**config.mk**
```make
export PLATFORM = sky130hd
export DESIGN_NAME = airlock_sequencer
export DESIGN_NICKNAME = d
export VERILOG_FILES = /design/src/rtl/airlock_pkg.sv /design/src/rtl/airlock_sequencer_dwell_timer.sv /design/src/rtl/airlock_sequencer.sv
export SDC_FILE = /design/constraint.sdc
export NUM_CORES = 1
export LEC_CHECK = 0
export CAP_MARGIN = 20
export CORE_MARGIN = 3
export CORE_UTILIZATION = 37
export DETAILED_ROUTE_END_ITERATION = 12
export GPL_ROUTABILITY_DRIVEN = 0
export PLACE_DENSITY = 0.6
export SYNTH_ARGS = -nofsm -noshare
export SYNTH_HDL_FRONTEND = slang
export SYNTH_HIERARCHICAL = 1
export SYNTH_SLANG_ARGS = --single-unit
```
**constraint.sdc**
```tcl
create_clock -name clock -period 6.2 [get_ports clock]
set_clock_uncertainty 0.2 [all_clocks]
set_input_delay 1.24 -clock clock [delete_from_list [all_inputs] [get_ports clock]]
set_output_delay 1.24 -clock clock [all_outputs]
set_load 0.02 [all_outputs]
```
**src/rtl/airlock_pkg.sv**
```systemverilog
// Shared types for the airlock chamber sequencer.
// State encoding and direction codes.
package airlock_pkg;

    typedef enum logic [3:0] {
        IDLE,
        INNER_OPEN,
        EVAC_START,
        EVAC_RISE,
        EVAC_FALL,
        OUTER_OPEN,
        PRESS_START,
        PRESS_RISE,
        PRESS_FALL,
        FAULT
    } airlock_state_t;

    localparam logic DIR_ARRIVE = 1'b0;
    localparam logic DIR_DEPART = 1'b1;

endpackage

```
**src/rtl/airlock_sequencer_dwell_timer.sv**
```systemverilog
// Loadable down-counter that stops at 1; expired flags the last cycle.
// Shared by the door dwell and the pump watchdog.
module dwell_timer #(
    parameter int W = 4
) (
    input  logic         clock,
    input  logic         reset,
    input  logic         load,
    input  logic [W-1:0] load_val,
    input  logic         en,
    output logic         expired
);

    logic [W-1:0] count;

    always_ff @(posedge clock or posedge reset) begin
        if (reset) begin
            count <= '0;
        end else if (load) begin
            count <= load_val;
        end else if (en && count > W'(1)) begin
            count <= count - W'(1);
        end
    end

    assign expired = (count == W'(1));

endmodule

```
**src/rtl/airlock_sequencer.sv**
```systemverilog
// Door/pump sequencing FSM for the interlock chamber.
// Optional pump watchdog and FAULT state: define AIRLOCK_WATCHDOG_EN.
module airlock_sequencer
    import airlock_pkg::*;
#(
    parameter int DOOR_CYCLES     = 30,
    parameter int WATCHDOG_CYCLES = 8
) (
    input  logic clock,
    input  logic reset,
    input  logic arrive_req,
    input  logic depart_req,
    input  logic press_busy,
    input  logic evac_busy,
    output logic press_start,
    output logic evac_start,
    output logic outer_door_open,
    output logic inner_door_open,
    output logic chamber_pressurized,
    output logic seq_active,
    output logic fault
);

    localparam int DW = $clog2(DOOR_CYCLES + 1);

    airlock_state_t state;
    airlock_state_t state_n;
    logic           dir;

    logic door_n;
    logic dwell_load;
    logic dwell_en;
    logic dwell_done;
    logic wd_done;

    assign door_n     = (state_n == INNER_OPEN) ||
                        (state_n == OUTER_OPEN);
    assign dwell_load = door_n && (state_n != state);
    assign dwell_en   = (state == INNER_OPEN) ||
                        (state == OUTER_OPEN);

    dwell_timer #(
        .W (DW)
    ) u_dwell (
        .clock    (clock),
        .reset    (reset),
        .load     (dwell_load),
        .load_val (DW'(DOOR_CYCLES)),
        .en       (dwell_en),
        .expired  (dwell_done)
    );

`ifdef AIRLOCK_WATCHDOG_EN
    localparam int WW = $clog2(WATCHDOG_CYCLES + 1);

    logic wd_load;
    logic wd_en;

    // Armed with the start pulse so the limit counts from the pulse itself.
    assign wd_load = (state_n != state) &&
                     ((state_n == EVAC_START) ||
                      (state_n == PRESS_START));
    assign wd_en   = (state == EVAC_START) ||
                     (state == EVAC_RISE) ||
                     (state == PRESS_START) ||
                     (state == PRESS_RISE);

    dwell_timer #(
        .W (WW)
    ) u_watchdog (
        .clock    (clock),
        .reset    (reset),
        .load     (wd_load),
        .load_val (WW'(WATCHDOG_CYCLES)),
        .en       (wd_en),
        .expired  (wd_done)
    );
`else
    assign wd_done = 1'b0;
`endif

    always_comb begin
        state_n = state;
        unique case (state)
            IDLE: begin
                if (arrive_req) begin
                    state_n = EVAC_START;
                end else if (depart_req) begin
                    state_n = INNER_OPEN;
                end
            end
            INNER_OPEN: begin
                if (dwell_done) begin
                    state_n = (dir == DIR_DEPART) ? EVAC_START : IDLE;
                end
            end
            EVAC_START: state_n = EVAC_RISE;
            EVAC_RISE: begin
                if (evac_busy) begin
                    state_n = EVAC_FALL;
                end else if (wd_done) begin
                    state_n = FAULT;
                end
            end
            EVAC_FALL: begin
                if (!evac_busy) begin
                    state_n = OUTER_OPEN;
                end
            end
            OUTER_OPEN: begin
                if (dwell_done) begin
                    state_n = PRESS_START;
                end
            end
            PRESS_START: state_n = PRESS_RISE;
            PRESS_RISE: begin
                if (press_busy) begin
                    state_n = PRESS_FALL;
                end else if (wd_done) begin
                    state_n = FAULT;
                end
            end
            PRESS_FALL: begin
                if (!press_busy) begin
                    state_n = (dir == DIR_DEPART) ? IDLE : INNER_OPEN;
                end
            end
`ifdef AIRLOCK_WATCHDOG_EN
            FAULT:   state_n = FAULT;
`else
            FAULT:   state_n = IDLE;
`endif
            default: state_n = IDLE;
        endcase
    end

    always_ff @(posedge clock or posedge reset) begin
        if (reset) begin
            state               <= IDLE;
            dir                 <= DIR_ARRIVE;
            press_start         <= 1'b0;
            evac_start          <= 1'b0;
            outer_door_open     <= 1'b0;
            inner_door_open     <= 1'b0;
            chamber_pressurized <= 1'b1;
            seq_active          <= 1'b0;
        end else begin
            state <= state_n;
            if (state == IDLE && state_n != IDLE) begin
                dir <= arrive_req ? DIR_ARRIVE : DIR_DEPART;
            end
            press_start     <= (state_n == PRESS_START);
            evac_start      <= (state_n == EVAC_START);
            outer_door_open <= (state_n == OUTER_OPEN);
            inner_door_open <= (state_n == INNER_OPEN);
            seq_active      <= (state_n != IDLE);
            if (state == EVAC_FALL && state_n != EVAC_FALL) begin
                chamber_pressurized <= 1'b0;
            end else if (state == PRESS_FALL && state_n != PRESS_FALL) begin
                chamber_pressurized <= 1'b1;
            end
        end
    end

`ifdef AIRLOCK_WATCHDOG_EN
    always_ff @(posedge clock or posedge reset) begin
        if (reset) begin
            fault <= 1'b0;
        end else begin
            fault <= (state_n == FAULT);
        end
    end
`else
    assign fault = 1'b0;
`endif

endmodule

```
==> results of run 1 <==
## flip-flops by register name, summed over array words and instances (netlist names)
name / count
chamber_pressurized: 1
dir: 1
evac_start: 1
inner_door_open: 1
outer_door_open: 1
press_start: 1
seq_active: 1
state: 4
u_dwell/count: 5
## cell usage after synthesis, types with 2 or more instances
| library cell | count | area share, % |
|---|---|---|
| sky130_fd_sc_hd__o31a_1 | 2 | 1.7 |
| sky130_fd_sc_hd__dfrtp_1 | 15 | 37 |
| sky130_fd_sc_hd__o21ai_0 | 5 | 2.4 |
| sky130_fd_sc_hd__nand2b_1 | 5 | 3.1 |
| sky130_fd_sc_hd__a21oi_1 | 7 | 3.4 |
| sky130_fd_sc_hd__nand3b_1 | 3 | 2.2 |
| sky130_fd_sc_hd__nor2b_1 | 5 | 3.1 |
| sky130_fd_sc_hd__nor4b_2 | 2 | 2.9 |
| sky130_fd_sc_hd__ha_1 | 2 | 2.4 |
| sky130_fd_sc_hd__nand4b_1 | 2 | 1.7 |
| sky130_fd_sc_hd__nand2_1 | 4 | 1.5 |
| sky130_fd_sc_hd__clkbuf_1 | 2 | 0.73 |
| sky130_fd_sc_hd__buf_4 | 2 | 1.5 |
| sky130_fd_sc_hd__nor3_1 | 2 | 0.98 |
| sky130_fd_sc_hd__nor4_1 | 2 | 1.2 |
| sky130_fd_sc_hd__conb_1 | 2 | 0.73 |
| sky130_fd_sc_hd__mux2_2 | 3 | 3.3 |
| sky130_fd_sc_hd__inv_1 | 7 | 2.6 |
| sky130_fd_sc_hd__or3_1 | 2 | 1.2 |
| sky130_fd_sc_hd__buf_2 | 2 | 0.98 |
| sky130_fd_sc_hd__nor2_1 | 6 | 2.2 |
## kinds of logic (layout without fill, tap and decap cells)
family | after synthesis | after routing
AO/OA/AOI/OAI | 26 | 26
flip-flops | 16 | 16
multiplexers | 4 | 4
other | 2 | 6
buffers and inverters | 13 | 22
AND/OR/NAND/NOR | 43 | 43
adder cells (fa/ha/maj) | 2 | 2
## critical path, delay by kind of cell
family	cells	cell delay, ns
AOI/OAI and AO/OA	4	0.40
buffers and inverters	1	0.56
and+or+nand+nor	4	1.30
## layer usage
| layer | vias to the layer above | share of wire [%] |
|---|---|---|
| li1 | 401 | - |
| met4 | 0 | 1.0 |
| met3 | 4 | 4.7 |
| met2 | 14 | 47 |
| met5 | - | 0 |
| met1 | 376 | 47 |
## worst max path at each step
stage | slack (ns) | from | endpoint
2_1_floorplan | 3.25 | evac_busy | u_dwell/count[0]
3_3_place_gp | 2.49 | evac_busy | u_dwell/count[1]
3_5_place_dp | 2.37 | evac_busy | u_dwell/count[0]
4_1_cts | 2.68 | evac_busy | u_dwell/count[1]
5_1_grt | 2.47 | evac_busy | u_dwell/count[1]
6_report | 2.67 | evac_busy | u_dwell/count[1]
## power by group
part	leakage (nW)	switching, W	total (W)	internal, W
clock network	0.0210	0.0000359	0.0000717	0.0000358
registers	0.194	0.0000696	0.000218	0.000149
logic	0.265	0.000154	0.000297	0.000142
## cell type report
type / instances / area, sq um / share of cell area [%]
Multi-Input combinational cell: 81 / 579 / 48.6
Sequential cell: 16 / 402 / 33.7
Timing Repair Buffer: 11 / 110 / 9.24
Tap cell: 30 / 37.5 / 3.15
Clock buffer: 4 / 36.3 / 3.05
Inverter: 7 / 26.3 / 2.21
## metrics by stage
stage          util, %  instance area [sq um]  hold slack (ns)  total power [W]
2_1_floorplan        -                   1040            0.289         0.000445
3_3_place_gp      45.4                   1150            0.297         0.000512
3_5_place_dp      45.4                   1150            0.301         0.000515
4_1_cts           46.8                   1190            0.316         0.000589
5_1_grt           46.8                   1190            0.344         0.000635
6_report          46.8                   1190            0.312         0.000587
==> results.md, run 1 <==
## Timing
* **final hold violation count** 0
* **Worst-Margin Slew** 0.703 ns
* **total of endpoints with negative setup slack in the final report** 0
* **Sum Neg Setup Slack** 0 ns
* **share of the clock period used by the worst path after layout** 56.9%
* **remaining max-slew budget at the tightest pin** 53.0%
* **crit path setup slack, layout** 2.67 ns
* **final number of max-transition violations** 0
* **peak clock frequency supported by timing** 283 MHz
* **RSZ-0062 raised after global routing** no
* **clock period minus final worst setup slack** 3.53 ns

## Placed design
* **buffers added on ports** 11
* **Place WS** 2.37 ns
* **cell count after placement** 145
* **Post-DP HPWL** 1.47 mm

## Worst setup path
* **CP Capture Type** flip-flop
* **Critical Path, Cell by Cell** clkdlybuf4s50_1, or3b_2, a21oi_1, nor4_1, o21ai_2, nor2_1, nor2b_1, o21ai_0, a32oi_1
* **largest fanout of any net on the critical path** 11
* **critical path data arrival time** 3.51 ns
* **kind of critical path** in -> reg
* **startpoint of the worst register-to-register path** u_dwell/count[2]
* **endpoint of the worst register-to-register path** u_dwell/count[1]
* **worst r2r path cells** 10
* **delay of the slowest critical-path stage** 0.58 ns
* **Data required, critical path** 6.18 ns
* **Critical Path Source Type** primary input
* **minimum setup slack among reg-to-reg paths** 3.16 ns
* **slowest stage cell on the critical path** sky130_fd_sc_hd__nor2_1

## Floorplanning
* **I/O pin count** 13
* **width of the die** 58.6 microns
* **starting density of the core** 40.3%
* **core region area** 0.00254 sq mm
* **Die Ht** 58.6 microns
* **floorplan die area** 0.00344 sq mm
* **Core Rows** 18

## Synthesis
* **share of synthesized cell area in and, or, nand and nor gates** 27.8%
* **total of warnings raised by yosys** 6
* **number of flip-flops and latches in the synthesized netlist** 16
* **mux contribution to synthesized area** 4.27%
* **Distinct cells, synth** 45
* **area fraction in compound gates after synthesis** 19.8%
* **main combinational cell family by area after synthesis** simple AND/OR/NAND/NOR gates
* **synthesized instance count** 106
* **sequential area share after synthesis** 39.2%
* **syn_area_per_cell** 9.67 sq um
* **adder and majority cell fraction of the synthesized area** 2.44%
* **synthesized area** 0.00102 sq mm
* **share of synthesized flip-flops with an asynchronous set or reset** 100%
* **Main synth FF type** sky130_fd_sc_hd__dfrtp_1
* **xor/xnor cell area share of the yosys netlist** 0%
* **number of synthesized flops with an enable pin** 0

## Cells and area
* **Diodes inserted** 0
* **most common cell after layout, fill and taps aside** sky130_fd_sc_hd__dfrtp_1
* **Synth-to-Final Area Change** 16.2%
* **layout cells sized above 1** 15.1%
* **final layout net count** 128
* **top library cells by usage in the layout, fill and taps aside** sky130_fd_sc_hd__dfrtp_1, sky130_fd_sc_hd__clkdlybuf4s50_1, sky130_fd_sc_hd__a21oi_1, sky130_fd_sc_hd__inv_1
* **Filler cells** 241
* **final std cells w/o fill** 149

## Power and ir drop
* **worst IR drop on VDD** 0.000236 V
* **leakage power total** 0.479 nW
* **power density of the placed cells** 493 mW/mm^2

## Min path
* **min-delay worst type** reg -> reg
* **Hold Path Cell Cnt** 2
* **hold endpoint** chamber_pressurized
* **worst min-delay path startpoint** chamber_pressurized

## Global route
* **wire length of the first global-routing pass** 3.37 mm
* **met1 track demand over resource in global routing** 15.6%
* **routing layer with the top usage in global route** met2
* **met3 usage in global routing** 3.95%
* **pin count of the biggest net entering global routing** 17
* **number of global-route vias before repair** 740
* **antenna violations before repair** 0
* **GR Overflow Total** 0
* **aggregate global-route resource usage** 13.0%
* **global-route track usage on met2** 22.2%

## CTS
* **count of cells resized by post-cts repair** 0
* **H-tree depth** 1
* **number of setup buffers added after CTS** 0
* **clock root cell** sky130_fd_sc_hd__clkbuf_4
* **Max Root-Sink Buffers** 2
* **clock edge transition at the registers on the reported setup and hold paths** 0.10 ns
* **latest clock arrival within the worst-skew pair** 0.30 ns
* **total clock sinks** 16
* **total CTS buffers** 3
* **clock tree from TritonCTS** done
* **number of buffers inserted for hold repair after clock tree synthesis** 0

## Detailed routing
* **number of nets with antenna violations after detailed routing** 0
* **length of the first detailed-routing pass in iterations** 4
* **routed length per instance** 13.9 microns
* **DRC** 0
* **number of violations reported at the end of detailed-routing iteration 0** 21
* **overall via count from detail_route** 795
* **vias per std cell** 5.34
* **Detailed Route WL** 2.07 mm

## Run
* **max-capacitance violation count** 0

## Run status
* **result of the run** finished, final reports clean

(Power assumes the default switching activity.)
==> run 2: changes to the inputs <==
PLACE_DENSITY = 0.62   (was 0.6)
clock period = 2.9 ns   (was 6.2 ns; I/O delays follow)
==> run 2 against run 1 <==
Critical path depth is 1 higher. Total power is 120% higher. Critical endpoint is now u_dwell/count[0]. Core utilization grew 3.2 points. Critical path type is now reg -> reg. Sequential power grew 89%. Largest cell class unchanged. Design area is 6.8% higher. First-iteration DRC count down 38%.
==> results.md, run 2 (synthesized netlist as in run 1, its figures left out) <==
## Placed design
* **buffers added on ports** 11, unchanged
* **Post-DP HPWL** 1.47 mm, +0.49%

## Global route
* **GR Overflow Total** 0, unchanged
* **number of global-route vias before repair** 796, +7.6%
* **aggregate global-route resource usage** 13.1%, +0.11 points
* **antenna violations before repair** 0, unchanged
* **wire length of the first global-routing pass** 3.48 mm, +3.1%
* **pin count of the biggest net entering global routing** 14, -3

## CTS
* **total clock sinks** 16, unchanged
* **clock edge transition at the registers on the reported setup and hold paths** 0.10 ns, about the same
* **number of buffers inserted for hold repair after clock tree synthesis** 0, unchanged
* **H-tree depth** 1, unchanged
* **clock root cell** sky130_fd_sc_hd__clkbuf_4
* **Max Root-Sink Buffers** 2, unchanged
* **clock tree from TritonCTS** done
* **latest clock arrival within the worst-skew pair** 0.28 ns, -0.02 ns
* **total CTS buffers** 3, unchanged

## Floorplanning
* **Core Rows** 18, unchanged
* **Die Ht** 58.6 microns, unchanged
* **I/O pin count** 13, unchanged
* **floorplan die area** 0.00344 sq mm, unchanged
* **width of the die** 58.6 microns, unchanged
* **starting density of the core** 40.3%, unchanged
* **core region area** 0.00254 sq mm, unchanged

## Detailed routing
* **routed length per instance** 12.5 microns, -10%
* **overall via count from detail_route** 829, +4.3%
* **length of the first detailed-routing pass in iterations** 4, unchanged
* **number of violations reported at the end of detailed-routing iteration 0** 13, -38%
* **number of nets with antenna violations after detailed routing** 0, unchanged
* **DRC** 0, unchanged
* **vias per std cell** 5.25, -1.7%
* **Detailed Route WL** 1.97 mm, -4.6%

## Cells and area
* **top library cells by usage in the layout, fill and taps aside** sky130_fd_sc_hd__dfrtp_1, sky130_fd_sc_hd__clkdlybuf4s50_1, sky130_fd_sc_hd__buf_4
* **largest registers in the final layout** u_dwell/count: 5 flops, state: 4 flops
* **share of the core filled with cells** 50.0%, +3.2 points
* **flip-flop count of the largest register after layout** 5, unchanged
* **final layout net count** 137, +7.0%
* **Biggest register** u_dwell/count
* **Diodes inserted** 0, unchanged
* **most common cell after layout, fill and taps aside** sky130_fd_sc_hd__dfrtp_1
* **Filler cells** 240, -0.41%
* **layout cells sized above 1** 21.9%, +6.7 points
* **Synth-to-Final Area Change** 24.2%

## Timing
* **RSZ-0062 raised after global routing** no
* **final hold violation count** 0, unchanged
* **share of the clock period used by the worst path after layout** 92.4%
* **peak clock frequency supported by timing** 373 MHz
* **Sum Neg Setup Slack** 0 ns, unchanged
* **final number of max-transition violations** 0, unchanged
* **clock period minus final worst setup slack** 2.68 ns
* **total of endpoints with negative setup slack in the final report** 0, unchanged

## Worst setup path
* **kind of critical path** reg -> reg
* **Critical Path Source Type** flip-flop
* **Data required, critical path** 2.92 ns, -3.26 ns
* **CP Capture Type** flip-flop
* **critical path data arrival time** 2.70 ns, -0.81 ns
* **largest fanout of any net on the critical path** 11, unchanged

## Run status
* **result of the run** finished, final reports clean

## Power and ir drop
* **leakage power total** 0.525 nW, +9.7%
* **power density of the placed cells** 1040 mW/mm^2, +110%
* **worst IR drop on VDD** 0.000588 V, +150%

## Run
* **max-capacitance violation count** 0, unchanged

## Min path
* **min-delay worst type** reg -> reg

run 2: path summary, 6_finish.rpt:
| path | startpoint | slack [ns] | cells past startpoint | to |
|---|---|---|---|---|
| max | u_dwell/count[0] | 0.22 | 10 | u_dwell/count[0] |
| min | chamber_pressurized | 0.31 | 2 | chamber_pressurized |
| max reg2reg | u_dwell/count[0] | 0.22 | 10 | u_dwell/count[0] |
| min reg2reg | chamber_pressurized | 0.31 | 2 | chamber_pressurized |
| max in group asynchronous | reset | 1.75 | 2 | chamber_pressurized |
| min in group asynchronous | reset | 0.32 | 2 | u_dwell/count[0] |
run 2: layout make-up:
type                            instances  area [sq um]  share of cell area (%)
Inverter                                7          26.3                    2.06
Clock buffer                            4          36.3                    2.85
Sequential cell                        16           402                    31.6
Tap cell                               30          37.5                    2.95
Multi-Input combinational cell         81           593                    46.6
Timing Repair Buffer                   20           178                    14.0
run 2: per-layer routing:
metal | global-route usage, % | routed length, microns
met5 | 0 | 0
met4 | 3.88 | 11
met2 | 22.2 | 975
met3 | 2.85 | 61
met1 | 16.6 | 926
run 2: timing repair:
item	CTS	global route
buffers inserted	0	0
resized for setup	0	2
endpoints found under the setup margin	0	2
run 2: power breakdown:
group	internal, W	switching, W
Combinational	0.000370	0.000391
Clock	0.0000762	0.0000698
Sequential	0.000319	0.0000927
Total	0.000765	0.000554
run 2: worst max-delay path, cell delays in order, from the launching register on:
cell                        delay (ns)
sky130_fd_sc_hd__dfrtp_1          0.49
sky130_fd_sc_hd__ha_1             0.25
sky130_fd_sc_hd__and2_2           0.23
sky130_fd_sc_hd__nand3_1          0.14
sky130_fd_sc_hd__a2111oi_4        0.39
sky130_fd_sc_hd__nor4_1           0.13
sky130_fd_sc_hd__o21ai_2          0.11
sky130_fd_sc_hd__nor2_1           0.07
sky130_fd_sc_hd__buf_4            0.17
sky130_fd_sc_hd__a2111oi_0        0.30
sky130_fd_sc_hd__nand3b_1         0.15
run 2: per-stage QoR:
stage	hold slack (ns)	instance area (sq um)	power (W)	instances	setup WS, ns
finish	0.314	1270	0.00132	158	0.222
global placement	0.288	1220	0.00116	154	0.130
floorplan	0.159	1040	0.000951	110	0.200
CTS	0.322	1260	0.00132	158	0.120
detailed placement	0.308	1220	0.00117	154	0.107
global route	0.344	1270	0.00144	158	0.0293
==> run 3: changes to the inputs <==
--- a/constraint.sdc
+++ b/constraint.sdc
@@ -4,2 +4,2 @@
 set_output_delay 0.58 -clock clock [all_outputs]
-set_load 0.02 [all_outputs]
+set_load 0.1 [all_outputs]
==> run 3 against run 2 <==
Non-clock buffer count grew 1. Routed wire length rose by 5.1%. Hold slack got worse by 0.014 ns. Sequential cell count unchanged. Largest power group unchanged. Highest routed layer unchanged. Critical endpoint unchanged.
==> results.md, run 3 (synthesized netlist as in run 1, its figures left out) <==
## Cells and area
* **Filler cells** 247, +2.9%
* **flip-flop count of the largest register after layout** 5, unchanged
* **final layout net count** 138, +0.73%
* **most common cell after layout, fill and taps aside** sky130_fd_sc_hd__buf_4
* **final std cells w/o fill** 159, +0.63%
* **largest registers in the final layout** u_dwell/count: 5 flops, state: 4 flops
* **layout cells sized above 1** 27.9%, +6.0 points
* **design area** 0.00126 sq mm, -0.79%
* **Biggest register** u_dwell/count
* **Diodes inserted** 0, unchanged
* **top library cells by usage in the layout, fill and taps aside** sky130_fd_sc_hd__buf_4, sky130_fd_sc_hd__dfrtp_1, sky130_fd_sc_hd__a21oi_1, sky130_fd_sc_hd__inv_1
* **Synth-to-Final Area Change** 23.2%

## Run status
* **result of the run** finished, final reports clean

## Detailed routing
* **Detailed Route WL** 2.07 mm, +5.1%
* **DRC** 0, unchanged
* **number of violations reported at the end of detailed-routing iteration 0** 27, +14
* **length of the first detailed-routing pass in iterations** 4, unchanged
* **overall via count from detail_route** 851, +2.7%
* **number of nets with antenna violations after detailed routing** 0, unchanged
* **vias per std cell** 5.35, +2.0%
* **routed length per instance** 13.0 microns, +4.4%

## Worst setup path
* **worst r2r path cells** 11, +1
* **launch point of the worst path** u_dwell/count[1]
* **Data required, critical path** 2.93 ns, about the same
* **Critical Path Source Type** flip-flop
* **minimum setup slack among reg-to-reg paths** 0.21 ns, about the same
* **kind of critical path** reg -> reg
* **critical path data arrival time** 2.72 ns, +0.02 ns
* **Critical Path End** u_dwell/count[0]
* **CP Capture Type** flip-flop
* **endpoint of the worst register-to-register path** u_dwell/count[0]
* **startpoint of the worst register-to-register path** u_dwell/count[1]
* **largest fanout of any net on the critical path** 11, unchanged

## CTS
* **total clock sinks** 16, unchanged
* **count of cells resized by post-cts repair** 0, unchanged
* **clock edge transition at the registers on the reported setup and hold paths** 0.10 ns, about the same
* **clock tree from TritonCTS** done
* **total CTS buffers** 3, unchanged
* **clock root cell** sky130_fd_sc_hd__clkbuf_4
* **H-tree depth** 1, unchanged
* **number of buffers inserted for hold repair after clock tree synthesis** 0, unchanged
* **number of setup buffers added after CTS** 0, unchanged
* **latest clock arrival within the worst-skew pair** 0.29 ns, about the same
* **Max Root-Sink Buffers** 2, unchanged

## Run
* **max-capacitance violation count** 0, unchanged

## Floorplanning
* **width of the die** 58.6 microns, unchanged
* **Core Rows** 18, unchanged
* **Die Ht** 58.6 microns, unchanged
* **starting density of the core** 40.3%, unchanged
* **I/O pin count** 13, unchanged
* **core region area** 0.00254 sq mm, unchanged
* **floorplan die area** 0.00344 sq mm, unchanged

## Timing
* **final number of max-transition violations** 0, unchanged
* **peak clock frequency supported by timing** 371 MHz, -0.54%
* **crit path setup slack, layout** 0.207 ns, -0.0145 ns
* **RSZ-0062 raised after global routing** no
* **final hold violation count** 0, unchanged
* **total of endpoints with negative setup slack in the final report** 0, unchanged
* **Sum Neg Setup Slack** 0 ns, unchanged
* **clock period minus final worst setup slack** 2.69 ns, +0.0145 ns
* **share of the clock period used by the worst path after layout** 92.9%, +0.50 points
* **worst hold-check slack** 0.300 ns, -0.0139 ns

## Placed design
* **buffers added on ports** 11, unchanged
* **post-detailed-placement cell area** 0.00121 sq mm, -0.61%
* **Place WS** 0.125 ns, +0.0182 ns
* **Post-DP HPWL** 1.56 mm, +6.1%
* **cell count after placement** 155, +0.65%

## Global route
* **aggregate global-route resource usage** 13.9%, +0.79 points
* **GR Overflow Total** 0, unchanged
* **number of global-route vias before repair** 837, +5.2%
* **antenna violations before repair** 0, unchanged
* **pin count of the biggest net entering global routing** 14, unchanged
* **wire length of the first global-routing pass** 3.65 mm, +5.0%

## Power and ir drop
* **leakage power total** 0.539 nW, +2.6%
* **power density of the placed cells** 1160 mW/mm^2, +12%
* **worst IR drop on VDD** 0.000606 V, +3.0%

## Min path
* **min-delay worst type** in -> async

==> run 3: worst min-delay path by stage <==
| stage | start | to | slack (ns) | cells past startpoint |
|---|---|---|---|---|
| finish | reset | u_dwell/count[0] | 0.30 | 2 |
| floorplan | reset | u_dwell/count[0] | 0.16 | 1 |
| detailed placement | chamber_pressurized | chamber_pressurized | 0.29 | 2 |
| global route | reset | u_dwell/count[0] | 0.34 | 2 |
| global placement | chamber_pressurized | chamber_pressurized | 0.29 | 2 |
| CTS | reset | u_dwell/count[0] | 0.30 | 2 |
==> run 3: area by class of cell <==
| cell class | instances | area (sq um) | share of cell area, % |
|---|---|---|---|
| Multi-Input combinational cell | 81 | 591 | 46.8 |
| Clock buffer | 4 | 36.3 | 2.87 |
| Sequential cell | 16 | 402 | 31.8 |
| Timing Repair Buffer | 21 | 170 | 13.5 |
| Tap cell | 30 | 37.5 | 2.97 |
| Inverter | 7 | 26.3 | 2.08 |
==> run 3: critical path: stages (launching register included) <==
cell and delay (ns):
sky130_fd_sc_hd__dfrtp_1 0.44, sky130_fd_sc_hd__inv_1 0.09, sky130_fd_sc_hd__ha_1 0.20, sky130_fd_sc_hd__and2_1 0.20, sky130_fd_sc_hd__nand3_1 0.10, sky130_fd_sc_hd__a2111oi_2 0.47
sky130_fd_sc_hd__nor4_2 0.12, sky130_fd_sc_hd__o21ai_2 0.11, sky130_fd_sc_hd__nor2_1 0.07, sky130_fd_sc_hd__buf_4 0.17, sky130_fd_sc_hd__a2111oi_0 0.30, sky130_fd_sc_hd__nand3b_1 0.17
==> run 3: power by group <==
group | switching, W | internal (W)
combinational | 0.000534 | 0.000364
clock | 0.0000733 | 0.0000765
sequential | 0.0000940 | 0.000319
total | 0.000702 | 0.000759
==> run 3: metrics by stage <==
| step | utilization [%] | total power, W |
|---|---|---|
| after global placement | 47.7 | 0.00129 |
| after floorplan | - | 0.00109 |
| final | 49.6 | 0.00146 |
| after detailed placement | 47.7 | 0.00131 |
| after CTS | 49.2 | 0.00146 |
| after global routing | 49.6 | 0.00159 |
==> run 3: per-layer routing <==
metal  vias to the layer above  part of all wire (%)  global-route usage, %
li1                        422                     -                      -
met1                       395                    45                   17.6
met2                        27                    47                   21.7
met3                         7                   5.7                   3.51
met4                         0                   2.2                   7.12
met5                         -                     0                      0
